--- config.mk ---
export PLATFORM = sky130hd
export DESIGN_NAME = retire_tracker_flat
export DESIGN_NICKNAME = d
export VERILOG_FILES = /design/src/rtl/retire_pkg.sv /design/src/rtl/retire_tracker_if.sv /design/src/rtl/retire_fifo.sv /design/src/rtl/retire_tracker.sv /design/src/flat_wrapper.sv
export SDC_FILE = /design/constraint.sdc
export NUM_CORES = 1
export LEC_CHECK = 0
export BUFFER_PORTS_ARGS = -buffer_cell sky130_fd_sc_hd__buf_4
export CAP_MARGIN = 20
export CORE_ASPECT_RATIO = 0.5
export CORE_MARGIN = 2
export CORE_UTILIZATION = 60
export CTS_CLUSTER_SIZE = 25
export DETAILED_ROUTE_END_ITERATION = 10
export PLACE_DENSITY = 0.83
export SLEW_MARGIN = 10
export SYNTH_ARGS = -nofsm -noshare
export SYNTH_HDL_FRONTEND = slang
export SYNTH_SLANG_ARGS = --single-unit
--- constraint.sdc ---
create_clock -name clk -period 3.15 [get_ports clk]
set_clock_uncertainty 0.2 [all_clocks]
set_input_delay 0.1575 -clock clk [delete_from_list [all_inputs] [get_ports clk]]
set_output_delay 0.1575 -clock clk [all_outputs]
set_load 0.005 [all_outputs]
--- src/rtl/retire_pkg.sv ---
// Shared types and decode helpers for the retire tracker: record layout, opcodes, J-immediate.
// The record payload width is fixed by REC_XLEN; the tracker's XLEN parameter must match it.
package retire_pkg;

    localparam int unsigned REC_XLEN = 32;
    localparam int unsigned ORDER_W  = 64;

    localparam logic [6:0] OPC_JAL    = 7'b1101111;
    localparam logic [6:0] OPC_JALR   = 7'b1100111;
    localparam logic [6:0] OPC_BRANCH = 7'b1100011;

    typedef struct packed {
        logic [ORDER_W-1:0]  order;
        logic [REC_XLEN-1:0] pc;
        logic [REC_XLEN-1:0] next_pc;
        logic [31:0]         insn;
        logic [4:0]          rd;
        logic [REC_XLEN-1:0] wdata;
    } retire_rec_t;

    // Sign-extended J-type immediate (bit 0 always zero).
    function automatic logic [REC_XLEN-1:0] j_imm(input logic [31:0] insn);
        return {{(REC_XLEN-20){insn[31]}}, insn[19:12], insn[20], insn[30:21], 1'b0};
    endfunction

endpackage

--- src/rtl/retire_tracker_if.sv ---
// Retire record stream: valid/ready handshake plus record payload at the FIFO head.
interface retire_tracker_if #(
    parameter int unsigned XLEN = 32
);
    logic            retire_valid_o;
    logic            retire_ready_i;
    logic [63:0]     retire_order_o;
    logic [XLEN-1:0] retire_pc_o;
    logic [XLEN-1:0] retire_next_pc_o;
    logic [31:0]     retire_insn_o;
    logic [4:0]      retire_rd_o;
    logic [XLEN-1:0] retire_rd_wdata_o;

    modport master (
        output retire_valid_o, retire_order_o, retire_pc_o, retire_next_pc_o,
               retire_insn_o, retire_rd_o, retire_rd_wdata_o,
        input  retire_ready_i
    );

    modport slave (
        input  retire_valid_o, retire_order_o, retire_pc_o, retire_next_pc_o,
               retire_insn_o, retire_rd_o, retire_rd_wdata_o,
        output retire_ready_i
    );
endinterface

--- src/rtl/retire_fifo.sv ---
// DEPTH-entry FIFO of retire records; a push while full is accepted only with a same-cycle pop.
module retire_fifo
    import retire_pkg::*;
#(
    parameter int unsigned DEPTH = 4
) (
    input  logic        clk,
    input  logic        rst_n,
    input  logic        push,
    input  retire_rec_t push_data,
    input  logic        pop,
    output retire_rec_t head,
    output logic        full,
    output logic        empty
);

    localparam int unsigned AW = $clog2(DEPTH);

    retire_rec_t   mem [DEPTH];
    logic [AW-1:0] wr_ptr;
    logic [AW-1:0] rd_ptr;
    logic [AW:0]   count;
    logic          do_push;
    logic          do_pop;

    assign full    = (count == (AW+1)'(DEPTH));
    assign empty   = (count == '0);
    assign do_pop  = pop && !empty;
    assign do_push = push && (!full || do_pop);
    assign head    = mem[rd_ptr];

    always_ff @(posedge clk or negedge rst_n) begin
        if (!rst_n) begin
            for (int unsigned i = 0; i < DEPTH; i++) mem[i] <= '0;
            wr_ptr <= '0;
            rd_ptr <= '0;
            count  <= '0;
        end else begin
            if (do_push) begin
                mem[wr_ptr] <= push_data;
                wr_ptr      <= wr_ptr + AW'(1);
            end
            if (do_pop) rd_ptr <= rd_ptr + AW'(1);
            case ({do_push, do_pop})
                2'b10:   count <= count + (AW+1)'(1);
                2'b01:   count <= count - (AW+1)'(1);
                default: count <= count;
            endcase
        end
    end

endmodule

--- src/rtl/retire_tracker.sv ---
// Retire record generator behind WB: one-entry hold resolves next_pc, records queue in a FIFO.
// Optional RETIRE_CF_CHECK_EN adds the expected-pc tracker driving cf_error_o.
module retire_tracker
    import retire_pkg::*;
#(
    parameter int unsigned     XLEN    = 32,
    parameter int unsigned     DEPTH   = 4,
    parameter logic [XLEN-1:0] PC_INIT = 'h200
) (
    input  logic             clk,
    input  logic             rst_n,
    input  logic             wb_valid_i,
    input  logic [XLEN-1:0]  wb_pc_i,
    input  logic [31:0]      wb_insn_i,
    input  logic             wb_we_i,
    input  logic [4:0]       wb_rd_i,
    input  logic [XLEN-1:0]  wb_value_i,
    retire_tracker_if.master ret,
    output logic             overflow_o,
    output logic             cf_error_o
);

    logic               hold_valid;
    logic [XLEN-1:0]    hold_pc;
    logic [31:0]        hold_insn;
    logic [4:0]         hold_rd;
    logic [XLEN-1:0]    hold_wdata;
    logic [ORDER_W-1:0] order_q;
    logic               overflow_q;

    logic [4:0]         rd_norm;
    logic               push;
    logic               pop;
    logic               full;
    logic               empty;
    retire_rec_t        push_rec;
    retire_rec_t        head;

    assign rd_norm = (wb_we_i && (wb_rd_i != 5'd0)) ? wb_rd_i : 5'd0;
    assign push    = wb_valid_i && hold_valid;
    assign pop     = !empty && ret.retire_ready_i;

    assign push_rec = '{order:   order_q,
                        pc:      hold_pc,
                        next_pc: wb_pc_i,
                        insn:    hold_insn,
                        rd:      hold_rd,
                        wdata:   hold_wdata};

    // Hold stage waits for the successor pc; order advances even when the record is dropped.
    always_ff @(posedge clk or negedge rst_n) begin
        if (!rst_n) begin
            hold_valid <= 1'b0;
            hold_pc    <= '0;
            hold_insn  <= '0;
            hold_rd    <= '0;
            hold_wdata <= '0;
            order_q    <= '0;
            overflow_q <= 1'b0;
        end else begin
            if (wb_valid_i) begin
                hold_valid <= 1'b1;
                hold_pc    <= wb_pc_i;
                hold_insn  <= wb_insn_i;
                hold_rd    <= rd_norm;
                hold_wdata <= (rd_norm == 5'd0) ? '0 : wb_value_i;
            end
            if (push) begin
                order_q <= order_q + ORDER_W'(1);
                if (full && !pop) overflow_q <= 1'b1;
            end
        end
    end

    retire_fifo #(.DEPTH(DEPTH)) u_fifo (
        .clk       (clk),
        .rst_n     (rst_n),
        .push      (push),
        .push_data (push_rec),
        .pop       (pop),
        .head      (head),
        .full      (full),
        .empty     (empty)
    );

    assign ret.retire_valid_o    = !empty;
    assign ret.retire_order_o    = head.order;
    assign ret.retire_pc_o       = head.pc;
    assign ret.retire_next_pc_o  = head.next_pc;
    assign ret.retire_insn_o     = head.insn;
    assign ret.retire_rd_o       = head.rd;
    assign ret.retire_rd_wdata_o = head.wdata;
    assign overflow_o            = overflow_q;

`ifdef RETIRE_CF_CHECK_EN
    logic [XLEN-1:0] exp_pc;
    logic            exp_valid;
    logic            cf_error_q;

    // Branch/jalr targets are not predicted, so they leave the expectation undefined.
    always_ff @(posedge clk or negedge rst_n) begin
        if (!rst_n) begin
            exp_pc     <= PC_INIT;
            exp_valid  <= 1'b1;
            cf_error_q <= 1'b0;
        end else if (wb_valid_i) begin
            if (exp_valid && (wb_pc_i != exp_pc)) cf_error_q <= 1'b1;
            case (wb_insn_i[6:0])
                OPC_JAL: begin
                    exp_pc    <= (wb_pc_i + j_imm(wb_insn_i)) & ~XLEN'(3);
                    exp_valid <= 1'b1;
                end
                OPC_BRANCH, OPC_JALR: begin
                    exp_valid <= 1'b0;
                end
                default: begin
                    exp_pc    <= wb_pc_i + XLEN'(4);
                    exp_valid <= 1'b1;
                end
            endcase
        end
    end

    assign cf_error_o = cf_error_q;
`else
    assign cf_error_o = 1'b0;
`endif

endmodule

--- src/flat_wrapper.sv ---
// flat-port wrapper written by rule: the top's interface ports become plain ports
module retire_tracker_flat import retire_pkg::*;
#(
    parameter int unsigned     XLEN    = 32,
    parameter int unsigned     DEPTH   = 4,
    parameter logic [XLEN-1:0] PC_INIT = 'h200
)
  (clk, rst_n, wb_valid_i, wb_pc_i, wb_insn_i, wb_we_i, wb_rd_i, wb_value_i, overflow_o, cf_error_o, ret_retire_valid_o, ret_retire_order_o, ret_retire_pc_o, ret_retire_next_pc_o, ret_retire_insn_o, ret_retire_rd_o, ret_retire_rd_wdata_o, ret_retire_ready_i);
  retire_tracker_if #(.XLEN(XLEN)) ret_i ();
  input  logic clk;
  input  logic rst_n;
  input  logic wb_valid_i;
  input  logic [XLEN-1:0] wb_pc_i;
  input  logic [31:0] wb_insn_i;
  input  logic wb_we_i;
  input  logic [4:0] wb_rd_i;
  input  logic [XLEN-1:0] wb_value_i;
  output logic overflow_o;
  output logic cf_error_o;
  output wire logic [$bits(ret_i.retire_valid_o)-1:0] ret_retire_valid_o;
  output wire logic [$bits(ret_i.retire_order_o)-1:0] ret_retire_order_o;
  output wire logic [$bits(ret_i.retire_pc_o)-1:0] ret_retire_pc_o;
  output wire logic [$bits(ret_i.retire_next_pc_o)-1:0] ret_retire_next_pc_o;
  output wire logic [$bits(ret_i.retire_insn_o)-1:0] ret_retire_insn_o;
  output wire logic [$bits(ret_i.retire_rd_o)-1:0] ret_retire_rd_o;
  output wire logic [$bits(ret_i.retire_rd_wdata_o)-1:0] ret_retire_rd_wdata_o;
  input wire logic [$bits(ret_i.retire_ready_i)-1:0] ret_retire_ready_i;
  assign ret_retire_valid_o = ret_i.retire_valid_o;
  assign ret_retire_order_o = ret_i.retire_order_o;
  assign ret_retire_pc_o = ret_i.retire_pc_o;
  assign ret_retire_next_pc_o = ret_i.retire_next_pc_o;
  assign ret_retire_insn_o = ret_i.retire_insn_o;
  assign ret_retire_rd_o = ret_i.retire_rd_o;
  assign ret_retire_rd_wdata_o = ret_i.retire_rd_wdata_o;
  assign ret_i.retire_ready_i = ret_retire_ready_i;
  retire_tracker #(.XLEN(XLEN), .DEPTH(DEPTH), .PC_INIT(PC_INIT)) u_core (.clk(clk), .rst_n(rst_n), .wb_valid_i(wb_valid_i), .wb_pc_i(wb_pc_i), .wb_insn_i(wb_insn_i), .wb_we_i(wb_we_i), .wb_rd_i(wb_rd_i), .wb_value_i(wb_value_i), .ret(ret_i), .overflow_o(overflow_o), .cf_error_o(cf_error_o));
endmodule
# Yosys cells after proc, flatten, opt, wreduce, memory -nomap -nowiden
# Cells that the tools add are included.
# Widths: inputs -> output; s select.
dict set report classes {
  n_addsub 5
  eq_ne 3
  n_reduce_logical 16
  n_bitwise 2
  magnitude_cmp 3
  mux 9
}
# op count
set ops {}
lappend ops {{$bwmux 788} 1}
lappend ops {{$mux 197} 3}
lappend ops {{$bmux 197 s2} 1}
lappend ops {{$demux 197 s2} 1}
lappend ops {{$add 64x1->64 const B} 1}
lappend ops {{$mux 32} 1}
lappend ops {{$logic_and 1x1->1} 7}
lappend ops {{$ge 3x3->1 const B} 2}
lappend ops {{$not 2->3} 2}
lappend ops {{$pmux 3 s2} 1}
lappend ops {{$logic_not 5->1} 1}
lappend ops {{$mux 5} 1}
lappend ops {{$reduce_bool 5->1} 1}
lappend ops {{$add 2x1->2 const B} 2}
lappend ops {{$add 3x1->3 const B} 1}
lappend ops {{$eq 3x3->1 const B} 1}
lappend ops {{$logic_not 1->1} 3}
lappend ops {{$logic_not 3->1} 1}
lappend ops {{$lt 3x1->1 const B} 1}
lappend ops {{$sub 3x1->3 const B} 1}
lappend ops {{$eq 2x1->1 const B} 1}
lappend ops {{$eq 2x2->1 const B} 1}
lappend ops {{$reduce_and 2->1} 1}
lappend ops {{$reduce_bool 2->1} 1}
lappend ops {{$logic_or 1x1->1} 1}
dict set report word_totals {
  register_bits 962
  elab_cells 72
  output_inout_bits 200
}

# Depth between registers and ports, before layout
dict set report depth {
  word_depth 8
  mapped_depth 10
  ltp_nobuf 9
}

# Modules after synthesis
# A second synthesis with hierarchy kept.
dict set report unflattened {
  hier_cells 2516
  hier_area_um2 41046.9
}
# module instances cells_per_inst area_each_um2 seq_area_each_um2
set modules_own_cells {}
lappend modules_own_cells {retire_fifo 1 1942 34165.3 19894.1}
lappend modules_own_cells {retire_tracker 1 574 6881.6 4179.0}

# Least setup slack after synthesis
# No wires, ideal clock.
dict set report synth_path {
  path_kind {register to register}
  start {register u_core.u_fifo.count[0]}
  end {register u_core.u_fifo.count[2]}
  path_stages_with_launch 10
  setup_slack_ps 904
  path_buffers 0
  setup_time_ps 79
  required_time_ps 2871
  arrival_ps 1967
  path_cell_list {dfrtp_1 > nor4b_1 > nor2_2 > inv_1 > ha_1 > inv_1 > fa_1 > xor2_1 > nor2_1 > xor2_1}
}
dict set report synth_between {
  elab_chain_len 8
}
# element line_no
set synth_lines {}
lappend synth_lines {{start: declaration} retire_fifo.sv:22} ;# logic [AW:0] count;
lappend synth_lines {{start signal: assignment} retire_fifo.sv:45} ;# 2'b10: count <= count + (AW+1)'(1);
lappend synth_lines {{start signal: assignment} retire_fifo.sv:46} ;# 2'b01: count <= count - (AW+1)'(1);
lappend synth_lines {{start signal: assignment} retire_fifo.sv:47} ;# default: count <= count;
lappend synth_lines {{$logic_not 3->1} retire_fifo.sv:27} ;# assign empty = (count == '0);
lappend synth_lines {{$logic_not 1->1} {retire_fifo.sv:28, retire_tracker.sv:41}}
lappend synth_lines {{$logic_and 1x1->1} retire_tracker.sv:41} ;# assign pop = !empty && ret.retire_ready_i;
lappend synth_lines {{$logic_and 1x1->1} retire_fifo.sv:28} ;# assign do_pop = pop && !empty;
lappend synth_lines {{$logic_or 1x1->1} retire_fifo.sv:29} ;# assign do_push = push && (!full || do_pop);
lappend synth_lines {{$logic_and 1x1->1} retire_fifo.sv:29}
lappend synth_lines {{$eq 2x1->1 / $eq 2x2->1 (equally long branches)} retire_fifo.sv:44} ;# case ({do_push, do_pop})
lappend synth_lines {{$pmux 3 s2 / $reduce_bool 2->1 (equally long branches)} -}
# Several ways; a longest one is shown, not always the timed one.
# A chain may end at the register's enable or synchronous reset.

# Worst setup path after layout
dict set report layout_path {
  start {register u_core.u_fifo.rd_ptr[0]}
  end {output ret_retire_order_o[43]}
}
dict set report layout_between {
  elab_chain_len 4
}
# element line_no
set layout_lines {}
lappend layout_lines {{start: declaration} retire_fifo.sv:21} ;# logic [AW-1:0] rd_ptr;
lappend layout_lines {{start signal: assignment} retire_fifo.sv:43} ;# if (do_pop) rd_ptr <= rd_ptr + AW'(1);
lappend layout_lines {{$not 2->3 (not written as such)} retire_fifo.sv:30} ;# assign head = mem[rd_ptr];
lappend layout_lines {{$bmux 197 s2} retire_fifo.sv:30}
lappend layout_lines {{$mux 197 (not written as such) (2 in a row)} retire_fifo.sv:30}
lappend layout_lines {{end: declaration} flat_wrapper.sv:21} ;# output wire logic [$bits(ret_i.retire_order_o)-1:0] ret_retire_order_o;
# No other way between the ends. The select of a mux whose other input is x is not followed.

==> impl_metrics.env <==
export IMPL_fin_crit_sh=0.945
export IMPL_yosysWarnings=0
export IMPL_fillers=4026
export IMPL_maxCapViolCount=0
export IMPL_grt_max_degree=141
export IMPL_hold_viol_final=0
export IMPL_antenna_cells=0
export IMPL_clockBufferDepth=3
export IMPL_crit_arrival_ns=2.62
export IMPL_post_route_min_period_ns=2.98
export IMPL_mostFrequentLayoutCells="dfrtp_1 (960), mux2_2 (681), buf_4 (334), nand2_1 (230), mux4_2 (197)"
export IMPL_power_leakage_uw=0.0223
export IMPL_clock_sinks=962
export IMPL_endpoint_kind="output pin"
export IMPL_die_h_um=188
export IMPL_syn_nets=2844
export IMPL_syn_inst=2731
export IMPL_avgSynthCellArea_um2=14.9
export IMPL_cp_start_kind="flip-flop"
export IMPL_path_buf_inv=2
export IMPL_cp_top_family="flip-flops"
export IMPL_core_area_um2=67100
export IMPL_max_stage_delay_ns=0.84
export IMPL_post_cts_buffers=0
export IMPL_io_pins=306
export IMPL_area_growth_pct=18.9
export IMPL_reg2reg_setup_slack_ns=0.49
export IMPL_ys_seq_area_frac=0.591
export IMPL_grt_pass1_vias=27019
export IMPL_post_cts_resized=0
export IMPL_ir_worst_vdd_uv=530
export IMPL_clkTransAtPathRegs_ns=0.07
export IMPL_die_w_um=373
export IMPL_insertion_delay_ns=0.64
export IMPL_rsz0062_at_grt="false"
export IMPL_dr_wl_met3_um=3150
export IMPL_hpwl_um=55000
export IMPL_antenna_found_initial=0
export IMPL_regArea_um2=24100
export IMPL_die_area_um2=70200
export IMPL_via_count=24530
export IMPL_nNetsFinal=3247
export IMPL_drive_gt1_frac=0.438
export IMPL_power_density_nw_per_um2=933
export IMPL_wl_met1_um=37900
export IMPL_cp_required_ns=2.79
export IMPL_cts_tree="built"
export IMPL_met2_length_um=47700
export IMPL_vias_per_cell=5.99
export IMPL_gp_congestion=0.798
export IMPL_cp_cell_sequence="buf_12 > mux4_2 > buf_4"
export IMPL_multi_input_area_um2=15600
export IMPL_detail_route_antenna_nets=0
export IMPL_syn_cell_area_um2=40800
export IMPL_cts_max_level=3
export IMPL_cp_slowest_cell="dfrtp_4"
export IMPL_cts_hold_buf=142
export IMPL_routed_wl_um=92500
export IMPL_yosysUniqueCellTypes=41
export IMPL_cts_root_buf="clkbuf_16"
export IMPL_drv_slew=0
export IMPL_start_util=0.608
export IMPL_dp_cells=3806
export IMPL_startpoint="u_core.u_fifo.rd_ptr[0]"
export IMPL_mostFrequentLayoutCell="dfrtp_1"
export IMPL_path_max_fanout=30
export IMPL_hp_start="wb_insn_i[0]"
export IMPL_layoutNonFillerInstCount=4093
export IMPL_hold_path_class="primary input to flip-flop"
export IMPL_drtIter0Drc=1899
export IMPL_portBuffers=304
export IMPL_drc=0
export IMPL_dr_pass1_iters=5
export IMPL_top_layer="met4"
export IMPL_wire_per_inst_um=22.6
export IMPL_num_rows=67
export IMPL_maxSlewHeadroom=0.448
export IMPL_setup_viol_count_final=0
export IMPL_numCtsBuffers=81
export IMPL_worst_pin_slew_ns=0.828
export IMPL_setup_tns_final_ns=0
export IMPL_grt_pass1_wl_um=151000
export IMPL_grt_overflow_total=0
export IMPL_status="finished clean"
export IMPL_grt_use_total=0.272
export IMPL_fmax_ghz=0.336
export IMPL_synth_seq_cells=962
export IMPL_path_class="flip-flop to output pin"
export IMPL_timing_rr_start="u_core.order_q[4]"
-- cell families after synthesis --
group | synth area share
fa+ha+maj | 0.00233
mux | 0.297
buf+inv | 0.0284
other cells | 0.0000920
simple gates | 0.0395
compound gates | 0.0271
xor+xnor | 0.0148
flops | 0.591
-- report_power, final --
part,total (uW),internal (uW),switching [uW]
Clock,10400,5850,4520
Sequential,18600,16300,2360
Combinational,16200,9250,6940
-- stage by stage --
stage,utilization,power [uW],hold WS [ns],setup WS [ns],instance area [um2]
2_1_floorplan,-,27900,-0.338,0.904,40800
3_3_place_gp,0.660,33900,-0.0203,0.644,44300
3_5_place_dp,0.660,34700,-0.0186,0.502,44300
4_1_cts,0.722,45300,0.0608,0.101,48400
5_1_grt,0.722,47400,0.0897,0.0597,48400
6_report,0.722,45200,0.105,0.173,48400
-- cells in the mapped netlist --
| library cell | instances | area, um2 |
|---|---|---|
| buf_6 | 1 | 11.3 |
| or3_1 | 2 | 12.5 |
| buf_1 | 16 | 60.1 |
| conb_1 | 1 | 3.75 |
| xor2_1 | 36 | 315 |
| nand4_1 | 18 | 113 |
| xnor2_1 | 33 | 289 |
| nand3_2 | 1 | 10.0 |
| nor3_1 | 14 | 70.1 |
| and4_1 | 1 | 8.76 |
| o22ai_1 | 32 | 200 |
| and4_2 | 1 | 10.0 |
| clkbuf_1 | 79 | 297 |
| nor2_2 | 1 | 6.26 |
| dfrtp_1 | 962 | 24100 |
| buf_4 | 40 | 300 |
| inv_1 | 49 | 184 |
| nor3_2 | 5 | 50.1 |
| nor4_4 | 1 | 21.3 |
| nand2_1 | 234 | 878 |
| or4_1 | 1 | 7.51 |
| mux2_2 | 681 | 7670 |
| fa_1 | 1 | 20.0 |
| buf_2 | 58 | 290 |
| nand3_1 | 27 | 135 |
| mux2i_1 | 1 | 10.0 |
| nor4_1 | 7 | 43.8 |
| nor4b_1 | 1 | 8.76 |
| clkbuf_2 | 3 | 15.0 |
| mux4_2 | 197 | 4440 |
| and2_1 | 2 | 12.5 |
| nor3b_1 | 1 | 7.51 |
| o21ai_1 | 1 | 5.00 |
| ha_1 | 6 | 75.1 |
| and3_1 | 11 | 68.8 |
| a31o_2 | 1 | 8.76 |
| nor2b_1 | 1 | 6.26 |
| nor2_1 | 21 | 78.8 |
| nand4_4 | 2 | 42.5 |
| or2_2 | 3 | 18.8 |
| o21ai_0 | 178 | 891 |
-- path summary, 6_finish.rpt --
kind                                          endpoint  cells past startpoint
worst min-delay path               u_core.hold_insn[0]                      3
worst max register to register      u_core.order_q[63]                      5
max in group asynchronous         u_core.u_fifo.mem[4]                      3
min in group asynchronous       u_core.u_fifo.mem[511]                      3
worst max-delay path            ret_retire_order_o[43]                      3
worst min register to register  u_core.u_fifo.mem[209]                      2
-- sequential cells by signal, indices dropped and copies added, names as in the netlist --
signal and count:
u_core.hold_pc 32, u_core.hold_wdata 32, u_core.hold_insn 32, u_core.overflow_o 1, u_core.order_q 64, u_core.hold_valid 1
u_core.u_fifo.wr_ptr 2, u_core.u_fifo.count 3, u_core.u_fifo.mem 788, u_core.u_fifo.rd_ptr 2, u_core.hold_rd 5
-- worst register-to-register path, stage by stage (launching register included) --
cell and delay [ns]:
dfrtp_1 0.50, nand4_1 0.28, nor3_2 0.62, nand4_4 0.34, nor4_1 0.44, xor2_1 0.19
-- routing by layer --
| metal | vias to the layer above | global-route usage |
|---|---|---|
| met5 | - | 0 |
| met2 | 579 | 0.466 |
| li1 | 10607 | - |
| met3 | 225 | 0.0384 |
| met1 | 13119 | 0.354 |
| met4 | 0 | 0.111 |
-- final cells by class --
class | instances | share of cell area
Multi-Input combinational cell | 1523 | 0.321
Clock inverter | 20 | 0.00524
Sequential cell | 962 | 0.497
Timing Repair Buffer | 517 | 0.0983
Tap cell | 897 | 0.0232
Clock buffer | 125 | 0.0512
Inverter | 49 | 0.00380
No activity file was read; power rests on OpenSTA's default activity.
